==> config.mk <==
export PLATFORM = sky130hd
export DESIGN_NAME = phy_rx_align_n
export DESIGN_NICKNAME = d
export VERILOG_FILES = /design/src/rtl/phy_rx_align_n.sv
export SDC_FILE = /design/constraint.sdc
export NUM_CORES = 1
export LEC_CHECK = 0
export BUFFER_PORTS_ARGS = -buffer_cell sky130_fd_sc_hd__clkbuf_2
export CORE_MARGIN = 3
export CORE_UTILIZATION = 57
export CTS_CLUSTER_SIZE = 28
export DETAILED_ROUTE_END_ITERATION = 12
export PLACE_DENSITY = 0.77
export SLEW_MARGIN = 20
export SYNTH_ARGS = -nofsm -noshare
export SYNTH_HDL_FRONTEND = slang
export SYNTH_SLANG_ARGS = --single-unit
==> constraint.sdc <==
create_clock -name clk -period 2.2 [get_ports clk]
set_input_delay 0.44 -clock clk [delete_from_list [all_inputs] [get_ports clk]]
set_output_delay 0.44 -clock clk [all_outputs]
set_load 0.05 [all_outputs]
==> src/rtl/phy_rx_align_n.sv <==
// rtl/phy_rx_align_n.sv - serial receive symbol aligner and lane de-striper
//
// Purpose: hunts for the COM symbol in a 1-bit MSB-first serial stream, declares
// lock after LOCK_COUNT aligned COMs and then delivers every non-COM symbol
// round-robin across CHANNELS logical lanes, tagged with its lane index.
// Loss of lock after MAX_GAP consecutive non-COM symbols.
// Ports:
//   clk         serial bit clock, one bit per cycle
//   reset       asynchronous, active-high
//   data_in     serial bit, MSB of each symbol first
//   data_out    last delivered data symbol (held between strobes)
//   valid_out   one-cycle strobe qualifying data_out/channel_out
//   channel_out lane index of the delivered symbol
//   locked      high while aligned and de-striping
module phy_rx_align_n #(
    parameter int unsigned  W          = 8,
    parameter logic [W-1:0] COM        = 8'hBC,
    parameter int unsigned  CHANNELS   = 4,
    parameter int unsigned  LOCK_COUNT = 4,
    parameter int unsigned  MAX_GAP    = 16,
    localparam int unsigned CW         = (CHANNELS > 1) ? $clog2(CHANNELS) : 1
) (
    input  logic          clk,
    input  logic          reset,
    input  logic          data_in,
    output logic [W-1:0]  data_out,
    output logic          valid_out,
    output logic [CW-1:0] channel_out,
    output logic          locked
);

    localparam int unsigned BW  = $clog2(W);
    localparam int unsigned CCW = $clog2(LOCK_COUNT + 1);
    localparam int unsigned GW  = $clog2(MAX_GAP);

    localparam logic [BW-1:0]  BIT_LAST   = BW'(W - 1);
    localparam logic [CW-1:0]  CHAN_LAST  = CW'(CHANNELS - 1);
    localparam logic [GW-1:0]  GAP_LAST   = GW'(MAX_GAP - 1);
    localparam logic [CCW-1:0] COM_TARGET = CCW'(LOCK_COUNT);

    typedef enum logic [1:0] {
        SEARCH,
        ALIGNING,
        LOCKED
    } state_t;

    state_t         state, state_n;
    logic [W-1:0]   sr;
    logic [BW-1:0]  bit_cnt, bit_cnt_n;
    logic [CCW-1:0] com_cnt, com_cnt_n;
    logic [GW-1:0]  gap_cnt, gap_cnt_n;
    logic [CW-1:0]  chan_cnt, chan_cnt_n;
    logic           strobe;
    logic           boundary;
    logic           is_com;

    assign boundary = (bit_cnt == BIT_LAST);
    assign is_com   = (sr == COM);
    assign locked   = (state == LOCKED);

    always_comb begin
        state_n    = state;
        bit_cnt_n  = boundary ? '0 : bit_cnt + BW'(1);
        com_cnt_n  = com_cnt;
        gap_cnt_n  = gap_cnt;
        chan_cnt_n = chan_cnt;
        strobe     = 1'b0;

        case (state)
            SEARCH: begin
                // A COM seen now starts the symbol grid: next boundary is W cycles away.
                if (is_com) begin
                    bit_cnt_n = '0;
                    com_cnt_n = CCW'(1);
                    if (LOCK_COUNT == 1) begin
                        state_n    = LOCKED;
                        chan_cnt_n = '0;
                        gap_cnt_n  = '0;
                    end else begin
                        state_n = ALIGNING;
                    end
                end
            end

            ALIGNING: begin
                if (boundary) begin
                    if (is_com) begin
                        com_cnt_n = com_cnt + CCW'(1);
                        if (com_cnt + CCW'(1) == COM_TARGET) begin
                            state_n    = LOCKED;
                            chan_cnt_n = '0;
                            gap_cnt_n  = '0;
                        end
                    end else begin
                        state_n   = SEARCH;
                        com_cnt_n = '0;
                    end
                end
            end

            LOCKED: begin
                if (boundary) begin
                    // Every slot, idle or data, consumes one lane.
                    chan_cnt_n = (chan_cnt == CHAN_LAST) ? '0 : chan_cnt + CW'(1);
                    if (is_com) begin
                        gap_cnt_n = '0;
                    end else if (gap_cnt != GAP_LAST) begin
                        strobe    = 1'b1;
                        gap_cnt_n = gap_cnt + GW'(1);
                    end else begin
                        // Too long without an idle: drop this symbol and re-hunt.
                        state_n    = SEARCH;
                        bit_cnt_n  = '0;
                        com_cnt_n  = '0;
                        gap_cnt_n  = '0;
                        chan_cnt_n = '0;
                    end
                end
            end

            default: begin
                state_n = SEARCH;
            end
        endcase
    end

    always_ff @(posedge clk or posedge reset) begin
        if (reset) begin
            state       <= SEARCH;
            sr          <= '0;
            bit_cnt     <= '0;
            com_cnt     <= '0;
            gap_cnt     <= '0;
            chan_cnt    <= '0;
            data_out    <= '0;
            valid_out   <= 1'b0;
            channel_out <= '0;
        end else begin
            state     <= state_n;
            sr        <= {sr[W-2:0], data_in};
            bit_cnt   <= bit_cnt_n;
            com_cnt   <= com_cnt_n;
            gap_cnt   <= gap_cnt_n;
            chan_cnt  <= chan_cnt_n;
            valid_out <= strobe;
            if (strobe) begin
                data_out    <= sr;
                channel_out <= chan_cnt;
            end
        end
    end

endmodule

# [Word-level counts from Yosys, hierarchy flattened]
# Index checks and enable logic that the tools add are counted.
[word_totals] register_bits=33 input_bits=3 output_inout_bits=12
[op_classes] reduce_logical=6 addsub=4 eq_ne=15 muxes=40
[ops] cell="two-way mux 3 bit" count=11
[ops] cell="two-way mux 2 bit" count=14
[ops] cell="two-way mux 4 bit" count=6
[ops] cell="inequality test 2 bit, second input constant" count=6
[ops] cell="AND reduction 6 bit" count=2
[ops] cell="case mux 3 bit (3 select lines)" count=1
[ops] cell="equality test 8 bit, second input constant" count=1
[ops] cell="case mux 4 bit (2 select lines)" count=1
[ops] cell="adder 3 x 1 -> 3 bit, second input constant" count=2
[ops] cell="equality test 3 bit, second input constant" count=2
[ops] cell="case mux 2 bit (3 select lines)" count=1
[ops] cell="case mux 3 bit (2 select lines)" count=1
[ops] cell="AND reduction 5 bit" count=1
[ops] cell="adder 4 x 1 -> 4 bit, second input constant" count=1
[ops] cell="equality test 2 bit, second input constant" count=2
[ops] cell="two-way mux 1 bit" count=4
[ops] cell="inequality test 4 bit, second input constant" count=1
[ops] cell="case mux 2 bit (2 select lines)" count=1
[ops] cell="inequality test 3 bit, second input constant" count=1
[ops] cell="nonzero test 3 bit" count=1
[ops] cell="adder 2 x 1 -> 2 bit, second input constant" count=1
[ops] cell="equality test 2 x 1 -> 1 bit, second input constant" count=1
[ops] cell="zero test 2 bit" count=1
[ops] cell="inequality test 2 x 1 -> 1 bit, second input constant" count=1
[ops] cell="nonzero test 2 bit" count=1

# [Depth between registers and ports, before layout]
[depth] ltp_word=6 depth_mapped=8 ltp_nobuf=7

# [Least setup slack after synthesis]
# OpenSTA, ideal clock, no wires.
[synth_path] kind="reg2reg" startpoint="register state[0]" endpoint="register channel_out[0]" stages_incl_launch_ff=7 t_arrival_ps=2013 path_slack_ps=60 n_path_buf=1 path_cell_list="dfrtp_1 > inv_1 > ha_1 > o21ai_2 > nor3_1 > buf_2 > mux2_1"
[synth_via] elab_chain_len=2
[synth_rtl] item="from (decl)" line_no="47" rtl="state_t state, state_n;"
[synth_rtl] item="from (signal assigned)" line_no="139" rtl="state <= state_n;"
[synth_rtl] item="equality test 2 bit"
[synth_rtl] item="net locked" line_no="29" rtl="output logic locked"
[synth_rtl] item="two-way mux 1 bit" line_no="69" rtl="case (state)"
[synth_rtl] item="net strobe" line_no="53" rtl="logic strobe;"
[synth_rtl] item="to (signal assigned)" line_no="148" rtl="channel_out <= chan_cnt;"
[synth_rtl] item="to (decl)" line_no="28" rtl="output logic [CW-1:0] channel_out,"
# The timed path passes the listed nets, and every way through them passes these cells.
# A chain may end at the register's enable or synchronous reset.

# [Worst setup path in the final report]
[layout_path] startpoint="register state[0]" endpoint="output port locked"
[layout_via] elab_chain_len=1
[layout_rtl] item="equality test 2 bit" line_no="59" rtl="assign locked = (state == LOCKED);"
[layout_rtl] item="to (decl)" line_no="29"
# Every way passes these cells.

==> results.txt <==
----------------------------------------------------
[Setup path]
  Sort of element at the end of the critical path ... output port
  Reg2reg start ... gap_cnt[0]
  Critical path launch point ... state[0]
  Arrival time reported for the critical path endpoint ... 1540 ps
  Critical setup path kind ... reg -> out
  Critical path data required time ... 1760 ps
  Worst setup slack for register-to-register paths ... 270 ps
  Maximum net fanout on the critical path ... 7
  Sort of element at the start of the critical path ... flop

[Run]
  Max-Cap Viols ... 0

[Die]
  Starting density of the core ... 60.7%
  Top-Level Pins ... 15
  Die height ... 57.6 µm
  Standard cell core area ... 2500 µm²
  Number of placement rows ... 18
  Die area ... 3320 µm²
  Horiz. Die Dim ... 57.6 µm

[STA]
  Worst-margin pin slew ... 393 ps
  Final cycle utilization of the critical path ... 89.9%
  Layout Skew ... 18.8 ps
  Achievable clock frequency ... 0.506 GHz
  RSZ-0062 raised after global routing ... no
  Final Max Slew Viols ... 0
  Slew headroom ... 73.8%
  Shortest clock period the worst path allows after layout ... 1980 ps
  Sum of negative setup slack ... 0 ps
  Setup-failing EPs final ... 0
  Count of endpoints failing hold in the final timing report ... 0

[Synthesis]
  Summed instance area of the synthesized netlist ... 1520 µm²
  Count of flip-flops with a built-in enable after synthesis ... 0
  Async set-reset flop share out of synthesis ... 100%
  Cell type contributing the most total cell area after synthesis ... dfrtp_1
  Count of synthesis-stage warnings from yosys ... 0
  Cell count after synthesis ... 124
  Area fraction of the dominant cell type after synthesis ... 54.5%
  Sequential cell area fraction in the yosys report ... 54.5%
  Count of unique library cells instantiated by Yosys ... 38
  Total nets after synthesis ... 138
  Number of synthesized register bits ... 33
  Ranking of synthesized cells by area ... dfrtp_1 (54%), ha_1 (9.1%), mux2_1 (8.2%)
  Avg Synthesized Cell Area ... 12.2 µm²
  Main flop type after synthesis ... dfrtp_1

[Clock tree]
  Number of sinks driven by the clock tree ... 33
  CTS HTree Levels ... 2
  Clock root buffer ... clkbuf_4
  TritonCTS clock tree ... yes
  Number of buffers on the longest clock path ... 2
  Number of hold-repair buffers added at the cts stage ... 0
  Clock slew at reported path FFs ... 110 ps
  Source-to-sink clock delay at the later pin of the worst-skew pair ... 340 ps
  Setup Fix Bufs, Post-CTS ... 0
  Total clock buffers created by CTS ... 5
  Gates resized, CTS repair ... 0

[GRT]
  Number of antenna violations at the first check in global routing ... 0
  Wire length of the first global-routing pass ... 4700 µm
  Number of global-route vias before repair ... 1075
  Overall overflow remaining after global route ... 0
  Largest net degree at the start of global routing ... 34
  Overall Global Routing Usage ... 19.1%

[Routing]
  Initial DRT Pass Iterations ... 4
  Total via count in the routed design ... 1011
  Antenna Nets Post-Route ... 0
  Number of vias per cell after detailed routing ... 5.74
  Initial drt markers ... 15
  Number of DRC violations after detailed routing ... 0
  Wire length per cell ... 14.7 µm
  Final Routed Wirelength ... 2600 µm

[Place]
  Estimated wirelength of the detail-placed design ... 1900 µm
  Number of instances in the placed design ... 168
  Port-buffer cells ... 14
  Weighted congestion reported at the end of routability-driven placement ... 0.895

[Hold path]
  Worst hold path class ... in -> async

[Cells and area]
  Share of layout cells above drive strength 1 ... 19.2%
  Final non-filler cell total ... 176
  Synthesis-to-finish area growth ... 10.4%
  Fin nets ... 159
  Diodes inserted ... 0

[Pwr]
  Static Leakage ... 0.837 nW
  Pwr Density ... 1370 nW/µm²
  Peak supply drop ... 0.924 mV

[Run status]
  Status ... finished, final reports clean

----------------------------------------------------
-- synthesized netlist by cell type (2+ instances only) --
master and n:
nor4_1 2, dfrtp_1 33, nand2_1 11, nor2_1 6, o21ai_1 5, o31ai_2 2, and3_1 2, inv_1 8
xor2_1 2, a21o_1 2, ha_1 11, mux2_1 11, o31ai_1 2, nand3_1 3
-- cell families after synthesis --
| group | Yosys count | synth area share, % |
|---|---|---|
| flip-flops | 33 | 54.5 |
| AND/OR/NAND/NOR | 33 | 11.9 |
| multiplexers | 12 | 8.91 |
| adder cells (fa/ha/maj) | 11 | 9.08 |
| AO/OA/AOI/OAI | 23 | 11.5 |
| XOR/XNOR | 2 | 1.16 |
| buffers and inverters | 10 | 3.05 |
-- state kept, by name, summed over array words and instances (netlist names) --
register / flops
bit_cnt: 3
chan_cnt: 2
channel_out: 2
com_cnt: 3
data_out: 8
gap_cnt: 4
sr: 8
state: 2
valid_out: 1
-- per-stage QoR --
| step | hold WS, ps | total power [mW] | setup WS, ps | instance area (µm²) | utilization [%] |
|---|---|---|---|---|---|
| 3_5_place_dp | 402 | 1.99 | 313 | 1620 | 64.9 |
| 3_3_place_gp | 388 | 1.95 | 393 | 1620 | 64.9 |
| 2_1_floorplan | 376 | 1.78 | 59.7 | 1520 | - |
| 6_report | 149 | 2.30 | 222 | 1670 | 67.0 |
| 5_1_grt | 175 | 2.47 | 154 | 1670 | 67.0 |
| 4_1_cts | 159 | 2.32 | 197 | 1670 | 67.0 |
-- critical path, stage by stage, from the launching register on --
cell	delay [ps]
dfrtp_1	430
inv_1	110
ha_1	320
clkbuf_2	330
-- layout make-up --
| class | count | area (µm²) |
|---|---|---|
| Multi-Input combinational cell | 81 | 644 |
| Clock inverter | 2 | 10.0 |
| Fill cell | 180 | 826 |
| Sequential cell | 33 | 826 |
| Tap cell | 30 | 37.5 |
| Clock buffer | 6 | 41.3 |
| Timing Repair Buffer | 16 | 85.1 |
| Inverter | 8 | 30.0 |
-- placed cells by master (no fill, tap or decap), types with 2 or more instances in the layout --
| cell type | count |
|---|---|
| o21ai_1 | 5 |
| o31ai_2 | 2 |
| clkbuf_4 | 5 |
| dfrtp_1 | 33 |
| nand2_1 | 11 |
| clkbuf_2 | 14 |
| buf_4 | 2 |
| o31ai_1 | 2 |
| xor2_1 | 2 |
| nand3_1 | 3 |
| inv_1 | 8 |
| nor2_1 | 6 |
| and3_1 | 2 |
| mux2_1 | 11 |
| nor4_1 | 2 |
| a21o_1 | 2 |
| clkinv_2 | 2 |
| ha_1 | 11 |
-- power breakdown --
group	leakage, nW	internal [mW]	total (mW)	switching [mW]
clock network	0.0320	0.121	0.318	0.197
registers	0.414	0.777	0.896	0.119
logic	0.391	0.345	1.09	0.741
total	0.837	1.24	2.30	1.06
-- metal layers --
| layer | wire [µm] | up-vias | GRT usage, % |
|---|---|---|---|
| li1 | - | 487 | - |
| met2 | 1300 | 30 | 30.3 |
| met5 | 0 | - | 0 |
| met3 | 159 | 7 | 8.37 |
| met4 | 54 | 0 | 8.94 |
| met1 | 1080 | 487 | 22.1 |
-- worst paths after layout --
path	end	cells after the start
worst max-delay path	locked	3
worst min-delay path	chan_cnt[0]	3
worst max register to register	state[0]	6
worst min register to register	sr[3]	0
max in group asynchronous	com_cnt[1]	3
min in group clk	sr[0]	1
(Power assumes the default switching activity.)
